File: src/rtl/preprocessor_sequencer.sv
// Sequences accelerometer then magnetometer loads into the angle preprocessor and latches roll/pitch/yaw.
// Optional per-phase wait timeout is compiled in with `define PREPROC_SEQ_TIMEOUT_EN.
module preprocessor_sequencer #(
    parameter int TIMEOUT_CYCLES = 200
) (
    input  logic        clk,
    input  logic        n_rst,
    input  logic        sample_req_in,
    input  logic        data_done_in,
    input  logic [15:0] roll_in,
    input  logic [15:0] pitch_in,
    input  logic [15:0] yaw_in,
    output logic        load_acc_out,
    output logic        load_mag_out,
    output logic [15:0] roll_out,
    output logic [15:0] pitch_out,
    output logic [15:0] yaw_out,
    output logic        angles_valid_out,
    output logic        overrun_out,
    output logic        timeout_err_out,
    output logic        busy_out
);

    typedef enum logic [2:0] {
        IDLE,
        LOAD_ACC,
        WAIT_ACC,
        LOAD_MAG,
        WAIT_MAG,
        DONE
    } state_t;

    if (TIMEOUT_CYCLES < 2 || TIMEOUT_CYCLES > 255) begin : g_bad_timeout_cycles
        $error("TIMEOUT_CYCLES must lie in 2..255");
    end

    state_t      r_state;
    logic        r_pending;
    logic        r_done_prev;
    logic        r_load_acc;
    logic        r_load_mag;
    logic        r_valid;
    logic        r_overrun;
    logic        r_timeout_err;
    logic        r_busy;
    logic [15:0] r_roll;
    logic [15:0] r_pitch;
    logic [15:0] r_yaw;
    logic        w_done_rise;
    logic        w_timeout;

    // A done level that is already high when a WAIT begins must fall and rise again to count.
    assign w_done_rise = data_done_in & ~r_done_prev;

`ifdef PREPROC_SEQ_TIMEOUT_EN
    localparam logic [7:0] TIMEOUT_LAST = 8'(TIMEOUT_CYCLES - 1);

    logic [7:0] r_wait_cnt;

    always_ff @(posedge clk or negedge n_rst) begin
        if (!n_rst) begin
            r_wait_cnt <= 8'd0;
        end else if (r_state == WAIT_ACC || r_state == WAIT_MAG) begin
            r_wait_cnt <= r_wait_cnt + 8'd1;
        end else begin
            r_wait_cnt <= 8'd0;
        end
    end

    assign w_timeout = (r_wait_cnt == TIMEOUT_LAST);
`else
    assign w_timeout = 1'b0;
`endif

    always_ff @(posedge clk or negedge n_rst) begin
        if (!n_rst) begin
            r_state       <= IDLE;
            r_pending     <= 1'b0;
            r_done_prev   <= 1'b0;
            r_load_acc    <= 1'b0;
            r_load_mag    <= 1'b0;
            r_valid       <= 1'b0;
            r_overrun     <= 1'b0;
            r_timeout_err <= 1'b0;
            r_busy        <= 1'b0;
            r_roll        <= 16'd0;
            r_pitch       <= 16'd0;
            r_yaw         <= 16'd0;
        end else begin
            r_done_prev   <= data_done_in;
            r_load_acc    <= 1'b0;
            r_load_mag    <= 1'b0;
            r_valid       <= 1'b0;
            r_overrun     <= 1'b0;
            r_timeout_err <= 1'b0;

            // One request may wait behind the running sequence; any further one is dropped.
            if (sample_req_in && r_state != IDLE) begin
                if (r_pending) begin
                    r_overrun <= 1'b1;
                end else begin
                    r_pending <= 1'b1;
                end
            end

            case (r_state)
                IDLE: begin
                    if (sample_req_in || r_pending) begin
                        r_state    <= LOAD_ACC;
                        r_load_acc <= 1'b1;
                        r_busy     <= 1'b1;
                        r_pending  <= sample_req_in & r_pending;
                    end
                end
                LOAD_ACC: r_state <= WAIT_ACC;
                WAIT_ACC: begin
                    if (w_done_rise) begin
                        r_roll     <= roll_in;
                        r_pitch    <= pitch_in;
                        r_state    <= LOAD_MAG;
                        r_load_mag <= 1'b1;
                    end else if (w_timeout) begin
                        r_state       <= IDLE;
                        r_busy        <= 1'b0;
                        r_timeout_err <= 1'b1;
                    end
                end
                LOAD_MAG: r_state <= WAIT_MAG;
                WAIT_MAG: begin
                    if (w_done_rise) begin
                        r_yaw   <= yaw_in;
                        r_state <= DONE;
                        r_valid <= 1'b1;
                    end else if (w_timeout) begin
                        r_state       <= IDLE;
                        r_busy        <= 1'b0;
                        r_timeout_err <= 1'b1;
                    end
                end
                DONE: begin
                    r_state <= IDLE;
                    r_busy  <= 1'b0;
                end
                default: begin
                    r_state <= IDLE;
                    r_busy  <= 1'b0;
                end
            endcase
        end
    end

    assign load_acc_out     = r_load_acc;
    assign load_mag_out     = r_load_mag;
    assign roll_out         = r_roll;
    assign pitch_out        = r_pitch;
    assign yaw_out          = r_yaw;
    assign angles_valid_out = r_valid;
    assign overrun_out      = r_overrun;
    assign timeout_err_out  = r_timeout_err;
    assign busy_out         = r_busy;

endmodule

File: config.mk
export PLATFORM = sky130hd
export DESIGN_NAME = preprocessor_sequencer
export DESIGN_NICKNAME = d
export VERILOG_FILES = /design/src/rtl/preprocessor_sequencer.sv
export SDC_FILE = /design/constraint.sdc
export NUM_CORES = 1
export LEC_CHECK = 0
export BUFFER_PORTS_ARGS = -buffer_cell sky130_fd_sc_hd__buf_2
export CORE_ASPECT_RATIO = 0.5
export CORE_MARGIN = 4
export CORE_UTILIZATION = 42
export DETAILED_ROUTE_END_ITERATION = 12
export GPL_TIMING_DRIVEN = 0
export PLACE_DENSITY_LB_ADDON = 0.2
export SETUP_SLACK_MARGIN = 0.5
export SYNTH_ARGS = -nofsm -noshare
export SYNTH_HDL_FRONTEND = slang
export SYNTH_SLANG_ARGS = --single-unit
File: constraint.sdc
create_clock -name clk -period 1.6 [get_ports clk]
set_input_delay 0.24 -clock clk [delete_from_list [all_inputs] [get_ports clk]]
set_output_delay 0.24 -clock clk [all_outputs]
set_load 0.02 [all_outputs]
==> metrics.txt, run 1 <==
worst endpoint data arrival time=1670 ps; fin cells=368; vias per inst=4.46; CP max stage cell=dfrtp_1; Peak VDD IR=1180 uV; dpl cells=316; R2R Setup Slk=120 ps; HP Class=primary input to async pin; Synth area leaders=dfrtp_1 (61%), mux2_4 (24%), mux2_2 (4.7%); synth cell count leaders=dfrtp_1 (58), mux2_4 (38), mux2_2 (10), buf_6 (5), o21ai_0 (4); skew final=4.46 ps; most used cell, CP=buf_6; cts hold-fix bufs=0; post-route minimum period=1480 ps; first-pass detailed-route iteration total=4; PortBufs=104; Final WS setup=123 ps; Initial Utilization=43.5%; Final Power=8.57 mW; max-cap check violation count=0; critical path peak fanout=6; fin util=72.3%; total CTS buffers=9; vias in the first global route=1707; status=finished with violations; Die Width=115 um; CP Class=flop to flop; Global Route Usage Sum=14.9%; register area share after synthesis=60.8%; first-pass GRT wire length=7990 um; Yosys cell types=21; Leak=2.12 nW; layout cells sized above 1=74.2%; Slew HR=52.2%; PD cells=2160 nW/um^2; DR iter-0 viols=24; CP Data Required Time=1790 ps; Register Area=1450 um^2; CTS max path bufs=2; Setup TNS=0 ps; sw frac=31.5%; Total Wirelength=5450 um; routed vias=1643; die height=61.3 um; final hold vios=12; n_diodes=0; r2r endpoint=yaw_out[11]; crit path to=yaw_out[11]; wire per inst=14.8 um; Detailed Place HPWL=3310 um; IO Count=106; Seq pwr share=30.4%; depth of the most critical reg-to-reg path=6; clk slew on worst S/H paths=50 ps; failing checks=hold timing; Remaining DRCs=0; NetSw=2.70 mW; Main synth FF type=dfrtp_1; footprint of the multi-input gates=893 um^2; nets=342; Final Max Slew Viols=0; Worst-Skew Late Latency=310 ps; crit path cell chain=buf_6 -> buf_4 -> and4_1 -> buf_6 -> buf_12 -> mux2_4; asr flop ratio synth=100%; count leader, synth=dfrtp_1; DP Area=3020 um^2; total gr overflow=0; clk root buf=clkbuf_16; P&R area growth vs syn=66.3%; syn_area_per_cell=17.2 um^2; combinational share of power=48.6%; # clock sinks=58; Clock Power Share=20.9%; FMAX=677 MHz; Setup WS pre-CTS=55.4 ps; Critical Path End Type=flop; # setup viols final=0; Syn Inst Count=139; Netlist Area Pre-Place=2390 um^2; Post-synth EDFFs=0; #FFs+latches synth=58; # fillers=377; top cell type's share of synthesized area=60.8%; R2R Path Start=r_state[2]; TritonCTS clock tree=yes; CTS H-tree lvls=3; critical path's largest stage delay=370 ps; Least-Margin Pin Slew=717 ps; Final Instance Area=3970 um^2; initial antenna violation count=0; GP Congestion=0.663; RSZ-0062 raised after global routing=yes; part of the cycle the worst path needs=92.3%; worst hold margin=-26.1 ps; DRT antenna net count=0; Yosys top cell by area=dfrtp_1; Critical path origin=r_state[2]; area of the die=7030 um^2; Worst setup SP type=flop; largest net degree at the start of global routing=59; warnings from Yosys=0; core area=5490 um^2; Int Pwr=5.87 mW; syn_nets=191; # rows=19
[logic make-up (layout without fill, tap and decap cells)]
group / Yosys count / count (layout) / synth area share [%]
AND/OR/NAND/NOR: 14 / 14 / 4.19
multiplexers: 48 / 48 / 28.6
buffers and inverters: 11 / 167 / 4.30
flip-flops: 58 / 58 / 60.8
XOR/XNOR: 1 / 1 / 0.367
AO/OA/AOI/OAI: 6 / 6 / 1.62
other: 1 / 1 / 0.157
[layout make-up]
class                      instances  area share (%)
timing repair buffer             140            28.5
buffer                             8            2.68
clock inverter                     6            1.45
multi-input combinational         70            22.5
tap                               73            2.30
clock buffer                      10            5.76
inverter                           3           0.283
sequential                        58            36.6
[layout by cell type (no fill, tap or decap), drive strengths merged]
cell type and n:
a311oi 1, and2b 1, and4 1, buf 148
bufinv 1, clkbuf 10, clkinv 4, clkinvlp 1
conb 1, dfrtp 58, inv 3, mux2 48
nand2 3, nand3b 1, nor2 4, nor2b 1
nor3 2, nor3b 1, o21ai 4, o21ba 1
xnor2 1
[state kept, by name (all words and copies together), names as in the netlist]
register,count
angles_valid_out,1
busy_out,1
load_acc_out,1
load_mag_out,1
overrun_out,1
pitch_out,16
r_done_prev,1
r_pending,1
r_state,3
roll_out,16
yaw_out,16
[power groups by stage]
stage	sequential, mW	clock, mW	combinational [mW]
final	2.61	1.80	4.17
after global routing	2.68	1.91	4.39
after CTS	2.50	1.85	3.41
after detailed placement	2.49	0	2.83
after global placement	2.45	0	2.79
after floorplan	3.24	0	1.17
[worst max-delay path, delay by kind of cell, from the launching register on]
kind / cells / cell delay [ps]
mux: 1 / 290
flops: 1 / 370
simple gates: 1 / 150
buf+inv: 4 / 540
[metal layers]
metal / up-vias / routed length, um / global-route usage, %
met4: 0 / 35 / 5.08
met3: 4 / 328 / 5.30
met2: 52 / 2920 / 26.7
met5: - / 0 / 0
li1: 779 / - / -
met1: 808 / 2170 / 17.0
[worst min path at each step]
| stage | from | slack [ps] | end | cells after the start |
|---|---|---|---|---|
| 3_3_place_gp | data_done_in | 390 | r_done_prev | 1 |
| 3_5_place_dp | data_done_in | 400 | r_done_prev | 1 |
| 2_1_floorplan | n_rst | -60 | angles_valid_out | 0 |
| 6_report | n_rst | -30 | busy_out | 1 |
| 5_1_grt | n_rst | 50 | busy_out | 1 |
| 4_1_cts | data_done_in | 70 | r_done_prev | 1 |
[repair_timing]
| item | in CTS | in global routing |
|---|---|---|
| setup buffers | 18 | 17 |
| pin swaps | 3 | 2 |
| resized for setup | 50 | 70 |
| gates cloned | 1 | 0 |
| endpoints found under the hold margin | 0 | 0 |
| endpoints found under the setup margin | 69 | 105 |
Note: power is estimated with default switching activity, not from simulation.
==> run 2, diff against run 1 <==
--- a/config.mk
+++ b/config.mk
@@ -12,7 +12,6 @@
 export DETAILED_ROUTE_END_ITERATION = 12
 export GPL_TIMING_DRIVEN = 0
 export PLACE_DENSITY_LB_ADDON = 0.2
-export SETUP_SLACK_MARGIN = 0.5
 export SYNTH_ARGS = -nofsm -noshare
 export SYNTH_HDL_FRONTEND = slang
 export SYNTH_SLANG_ARGS = --single-unit
==> run 2 against run 1 <==
Compared with the run above:
- sequential power is 5% lower
- flip-flop and latch count stayed put
- wire length is 11% lower
- the flow still finishes with violations (hold timing)
- critical path type unchanged
- via count is 10% lower
==> metrics.txt, run 2 (synthesis results as in run 1) <==
CP Data Required Time=1800 ps (was 1790 ps); total CTS buffers=9 (unchanged); failing checks=hold timing (unchanged); worst endpoint data arrival time=1740 ps (was 1670 ps); CP max stage cell=dfrtp_1 (unchanged); most used cell, CP=buf_6 (unchanged); met2 WL=2380 um (was 2920 um); # setup viols final=0 (unchanged); Critical Path End Type=flop (unchanged); # rows=19 (unchanged); crit path cell chain=buf_6 -> nor2_4 -> and4_4 -> buf_6 -> clkbuf_16 -> mux2_4 (was buf_6 -> buf_4 -> and4_1 -> buf_6 -> buf_12 -> mux2_4); clk root buf=clkbuf_16 (unchanged); die height=61.3 um (unchanged); Critical path origin=r_state[1] (was r_state[2]); # fillers=448 (was 377); Leak=1.85 nW (was 2.12 nW); GP Congestion=0.728 (was 0.663); R2R Path Start=r_state[1] (was r_state[2]); clk slew on worst S/H paths=50 ps (about the same); Slew HR=53.0% (was 52.2%); area of the die=7030 um^2 (unchanged); dpl cells=316 (unchanged); TritonCTS clock tree=yes (unchanged); fin cells=337 (was 368); Peak VDD IR=1100 uV (was 1180 uV); DR iter-0 viols=35 (was 24); vias in the first global route=1560 (was 1707); Detailed Place HPWL=3350 um (was 3310 um); layout cells sized above 1=70.5% (was 74.2%); IO Count=106 (unchanged); PD cells=2150 nW/um^2 (was 2160 nW/um^2); max-cap check violation count=0 (unchanged); post-route minimum period=1540 ps (was 1480 ps); Worst-Skew Late Latency=320 ps (was 310 ps); Final Power=7.24 mW (was 8.57 mW); commonest non-fill, non-tap cell in the layout=buf_2 (was dfrtp_1); uppermost layer routed=met4 (unchanged); part of the cycle the worst path needs=96.5% (was 92.3%); critical path's largest stage delay=370 ps (about the same); critical path peak fanout=5 (was 6); Worst setup SP type=flop (unchanged); total gr overflow=0 (unchanged); Remaining DRCs=0 (unchanged); first-pass detailed-route iteration total=4 (unchanged); PortBufs=104 (unchanged); metal3 WL=355 um (was 328 um); CTS H-tree lvls=3 (unchanged); worst hold margin=-43.0 ps (was -26.1 ps); Total Wirelength=4850 um (was 5450 um); n_diodes=0 (unchanged); first-pass GRT wire length=6990 um (was 7990 um); Initial Utilization=43.5% (unchanged); DRT antenna net count=0 (unchanged); commonest cells after routing, fill and taps aside=buf_2 (104), dfrtp_1 (58), mux2_4 (38), mux2_2 (10), clkbuf_16 (10) (was dfrtp_1 (57), buf_6 (55), buf_2 (54), mux2_4 (47), buf_4 (34)); Least-Margin Pin Slew=705 ps (was 717 ps); HP Class=primary input to async pin (unchanged); status=finished with violations (unchanged); Die Width=115 um (unchanged); final hold vios=32 (was 12); largest net degree at the start of global routing=59 (unchanged); core area=5490 um^2 (unchanged); initial antenna violation count=0 (unchanged); Global Route Usage Sum=13.1% (was 14.9%); vias per inst=4.38 (was 4.46); CP Class=flop to flop (unchanged); DRT met1 WL=2070 um (was 2170 um); P&R area growth vs syn=41.2% (was 66.3%); routed vias=1476 (was 1643); fin util=61.4% (was 72.3%); skew final=5.63 ps (was 4.46 ps); FMAX=648 MHz (was 677 MHz); Setup TNS=0 ps (unchanged); Final Max Slew Viols=0 (unchanged); wire per inst=14.4 um (was 14.8 um); # clock sinks=58 (unchanged); nets=311 (was 342); CTS max path bufs=2 (unchanged)
## run 2: worst paths after layout
kind	to	slack, ps	depth (start not counted)
worst max register to register	yaw_out[9]	60	6
max in group asynchronous	yaw_out[9]	1150	1
worst min register to register	roll_out[4]	500	1
worst max-delay path	yaw_out[9]	60	6
worst min-delay path	r_state[0]	-40	1
min in group clk	r_done_prev	80	1
## run 2: metrics by stage
stage          setup slack, ps  instance area (um^2)  hold WS, ps
2_1_floorplan              102                  2390        -55.6
6_report                  55.7                  3370        -43.0
4_1_cts                   18.4                  3310         60.8
3_5_place_dp              7.31                  3000          395
3_3_place_gp              8.38                  3000          387
5_1_grt                  -3.55                  3370         46.3
## run 2: metal layers
metal / track usage, % / vias to the layer above
met1: 15.0 / 703
met5: 0 / -
li1: - / 715
met2: 23.1 / 54
met4: 5.08 / 0
met3: 4.81 / 4
## run 2: final cells by class
type	instances	area, um^2	area share, %
clock inverters	5	52.6	1.56
plain buffers	8	95.1	2.82
multi-input cells	70	842	25.0
repair buffers	109	576	17.1
flip-flops and latches	58	1450	43.0
well taps	73	91.3	2.71
clock buffers	11	253	7.50
inverters	3	11.3	0.334
## run 2: what timing repair did
| item | 4_1_cts | 5_1_grt |
|---|---|---|
| hold buffers | 0 | 0 |
| buffers inserted | 0 | 3 |
| endpoints found under the setup margin | 7 | 9 |
| pin swaps | 0 | 1 |
| cloned | 0 | 2 |
| gates resized for setup | 1 | 2 |
## run 2: power breakdown
part / internal [mW] / total, mW / switching, mW
logic: 1.42 / 2.87 / 1.46
registers: 2.12 / 2.47 / 0.345
clock network: 1.28 / 1.90 / 0.618
## run 2: critical path, delay by kind of cell, from the launching register on
family	cells	cell delay (ps)
buffers and inverters	3	420
flip-flops	1	370
multiplexers	1	290
AND/OR/NAND/NOR	2	340
==> run 3, diff against run 2 <==
--- a/config.mk
+++ b/config.mk
@@ -8,8 +8,9 @@
 export BUFFER_PORTS_ARGS = -buffer_cell sky130_fd_sc_hd__buf_2
 export CORE_ASPECT_RATIO = 0.5
 export CORE_MARGIN = 4
-export CORE_UTILIZATION = 42
+export CORE_UTILIZATION = 50
 export DETAILED_ROUTE_END_ITERATION = 12
+export GPL_ROUTABILITY_DRIVEN = 0
 export GPL_TIMING_DRIVEN = 0
 export PLACE_DENSITY_LB_ADDON = 0.2
 export SYNTH_ARGS = -nofsm -noshare
==> constraint.sdc (replaced) <==
create_clock -name clk -period 1.8 [get_ports clk]
set_input_delay 0.27 -clock clk [delete_from_list [all_inputs] [get_ports clk]]
set_output_delay 0.27 -clock clk [all_outputs]
set_load 0.02 [all_outputs]
==> run 3 against run 2 <==
Compared with the run above:
- the flow still finishes with violations (hold timing)
- combinational power decreased by 14%
- first-iteration DRC count is 5.7% lower
- flip-flop and latch count did not move
- worst hold slack gained 36 ps
- register-to-register slack improved by 140 ps
- clock skew decreased by 0.96 ps
- worst setup slack improved by 140 ps
- sequential power down 11%
- via count up 0.88%
==> metrics.txt, run 3 (synthesis results as in run 1) <==
max-cap check violation count=0 (unchanged); status=finished with violations (unchanged); final hold vios=6 (was 32); P&R area growth vs syn=33.9% (was 41.2%); # setup viols final=0 (unchanged); Critical Path End Type=flop (unchanged); CTS max path bufs=2 (unchanged); Leak=1.77 nW (was 1.85 nW); largest net degree at the start of global routing=59 (unchanged); total gr overflow=0 (unchanged); PD cells=1830 nW/um^2 (was 2150 nW/um^2); HP Class=primary input to async pin (unchanged); IO Count=106 (unchanged); RSZ-0062 raised after global routing=no; DR iter-0 viols=33 (was 35); wire per inst=14.7 um (was 14.4 um); Worst-Skew Late Latency=320 ps (about the same); skew final=4.66 ps (was 5.63 ps); GR peak layer=met2 (unchanged); commonest non-fill, non-tap cell in the layout=buf_2 (unchanged); CTS H-tree lvls=3 (unchanged); worst hold margin=-7.09 ps (was -43.0 ps); part of the cycle the worst path needs=89.1% (was 96.5%); vias per inst=4.58 (was 4.38); TritonCTS clock tree=yes (unchanged); Detailed Place HPWL=3490 um (was 3350 um); nets=306 (was 311); Worst setup SP type=flop (unchanged); DRT antenna net count=0 (unchanged); clk slew on worst S/H paths=60 ps (was 50 ps); Final Power=5.86 mW (was 7.24 mW); met3 Use GR=6.89% (was 4.81%); PortBufs=104 (unchanged); GR Util met1=19.5% (was 15.0%); Register Area=1450 um^2 (unchanged); CP Class=flop to flop (unchanged); layout cells sized above 1=69.5% (was 70.5%); Die Width=106 um (was 115 um); Peak VDD IR=931 uV (was 1100 uV); critical path peak fanout=10 (was 5); n_diodes=0 (unchanged); post_cts resized=0 (was 1); commonest cells after routing, fill and taps aside=buf_2 (103), dfrtp_1 (58), mux2_4 (38), clkbuf_8 (11), mux2_2 (10) (was buf_2 (104), dfrtp_1 (58), mux2_4 (38), mux2_2 (10), clkbuf_16 (10)); worst endpoint data arrival time=1810 ps (was 1740 ps); Initial Utilization=53.0% (was 43.5%); # clock sinks=58 (unchanged); CP Data Required Time=2000 ps (was 1800 ps); post-route minimum period=1600 ps (was 1540 ps); Least-Margin Pin Slew=698 ps (was 705 ps); Global Route Usage Sum=17.4% (was 13.1%); # rows=17 (was 19); initial antenna violation count=0 (unchanged); Slew HR=53.5% (was 53.0%); FMAX=624 MHz (was 648 MHz); first-pass GRT wire length=7860 um (was 6990 um); Final Max Slew Viols=0 (unchanged); die height=56.9 um (was 61.3 um); Post-CTS Setup Bufs=0 (unchanged); vias in the first global route=1612 (was 1560); R2R Setup Slk=200 ps (was 60 ps); clk root buf=clkbuf_8 (was clkbuf_16); total CTS buffers=9 (unchanged); area of the die=6010 um^2 (was 7030 um^2); failing checks=hold timing (unchanged); core area=4510 um^2 (was 5490 um^2); M2 GR Usage=29.9% (was 23.1%); footprint of the multi-input gates=835 um^2 (was 842 um^2); cts hold-fix bufs=0 (unchanged); Remaining DRCs=0 (unchanged); routed vias=1489 (was 1476); Total Wirelength=4770 um (was 4850 um); # fillers=345 (was 448); first-pass detailed-route iteration total=4 (unchanged); Setup TNS=0 ps (unchanged)
run 3: final timing paths:
path                              start                to  cells past startpoint
hold / removal                    n_rst         r_pending                      1
max in group asynchronous         n_rst  angles_valid_out                      1
setup reg to reg             r_state[1]       yaw_out[14]                      6
min in group clk           data_done_in       r_done_prev                      1
hold reg to reg              yaw_out[1]        yaw_out[1]                      1
setup / recovery             r_state[1]       yaw_out[14]                      6
run 3: metal layers:
metal / vias to the layer above / routed length (um)
met3: 7 / 347
met1: 721 / 1930
met2: 58 / 2430
met4: 0 / 66
li1: 703 / -
met5: - / 0
run 3: critical path, cell delays in order, from the launching register on:
cell and delay (ps):
dfrtp_1 360, buf_4 160, nor2_2 140, and4_1 220, buf_6 150, buf_12 140, mux2_4 300
run 3: per-stage QoR:
| stage | setup slack (ps) | utilization [%] | std cells | area, um^2 |
|---|---|---|---|---|
| after detailed placement | 199 | 66.3 | 309 | 2990 |
| after floorplan | 302 | - | 139 | 2390 |
| final | 196 | 70.9 | 325 | 3200 |
| after global routing | 125 | 70.9 | 325 | 3200 |
| after global placement | 219 | 66.3 | 309 | 2990 |
| after CTS | 184 | 70.9 | 325 | 3200 |
run 3: layout make-up:
cell class	instances	share of cell area, %
Buffer	8	2.86
Clock buffer	11	4.73
Clock inverter	5	1.64
Inverter	3	0.352
Multi-Input combinational cell	70	26.1
Sequential cell	58	45.4
Tap cell	66	2.58
Timing Repair Buffer	104	16.4
run 3: power breakdown:
group | internal (mW) | leakage, nW | switching (mW) | total (mW)
combinational | 1.20 | 0.953 | 1.27 | 2.47
clock | 0.707 | 0.105 | 0.488 | 1.19
sequential | 1.89 | 0.714 | 0.308 | 2.19
total | 3.79 | 1.77 | 2.07 | 5.86
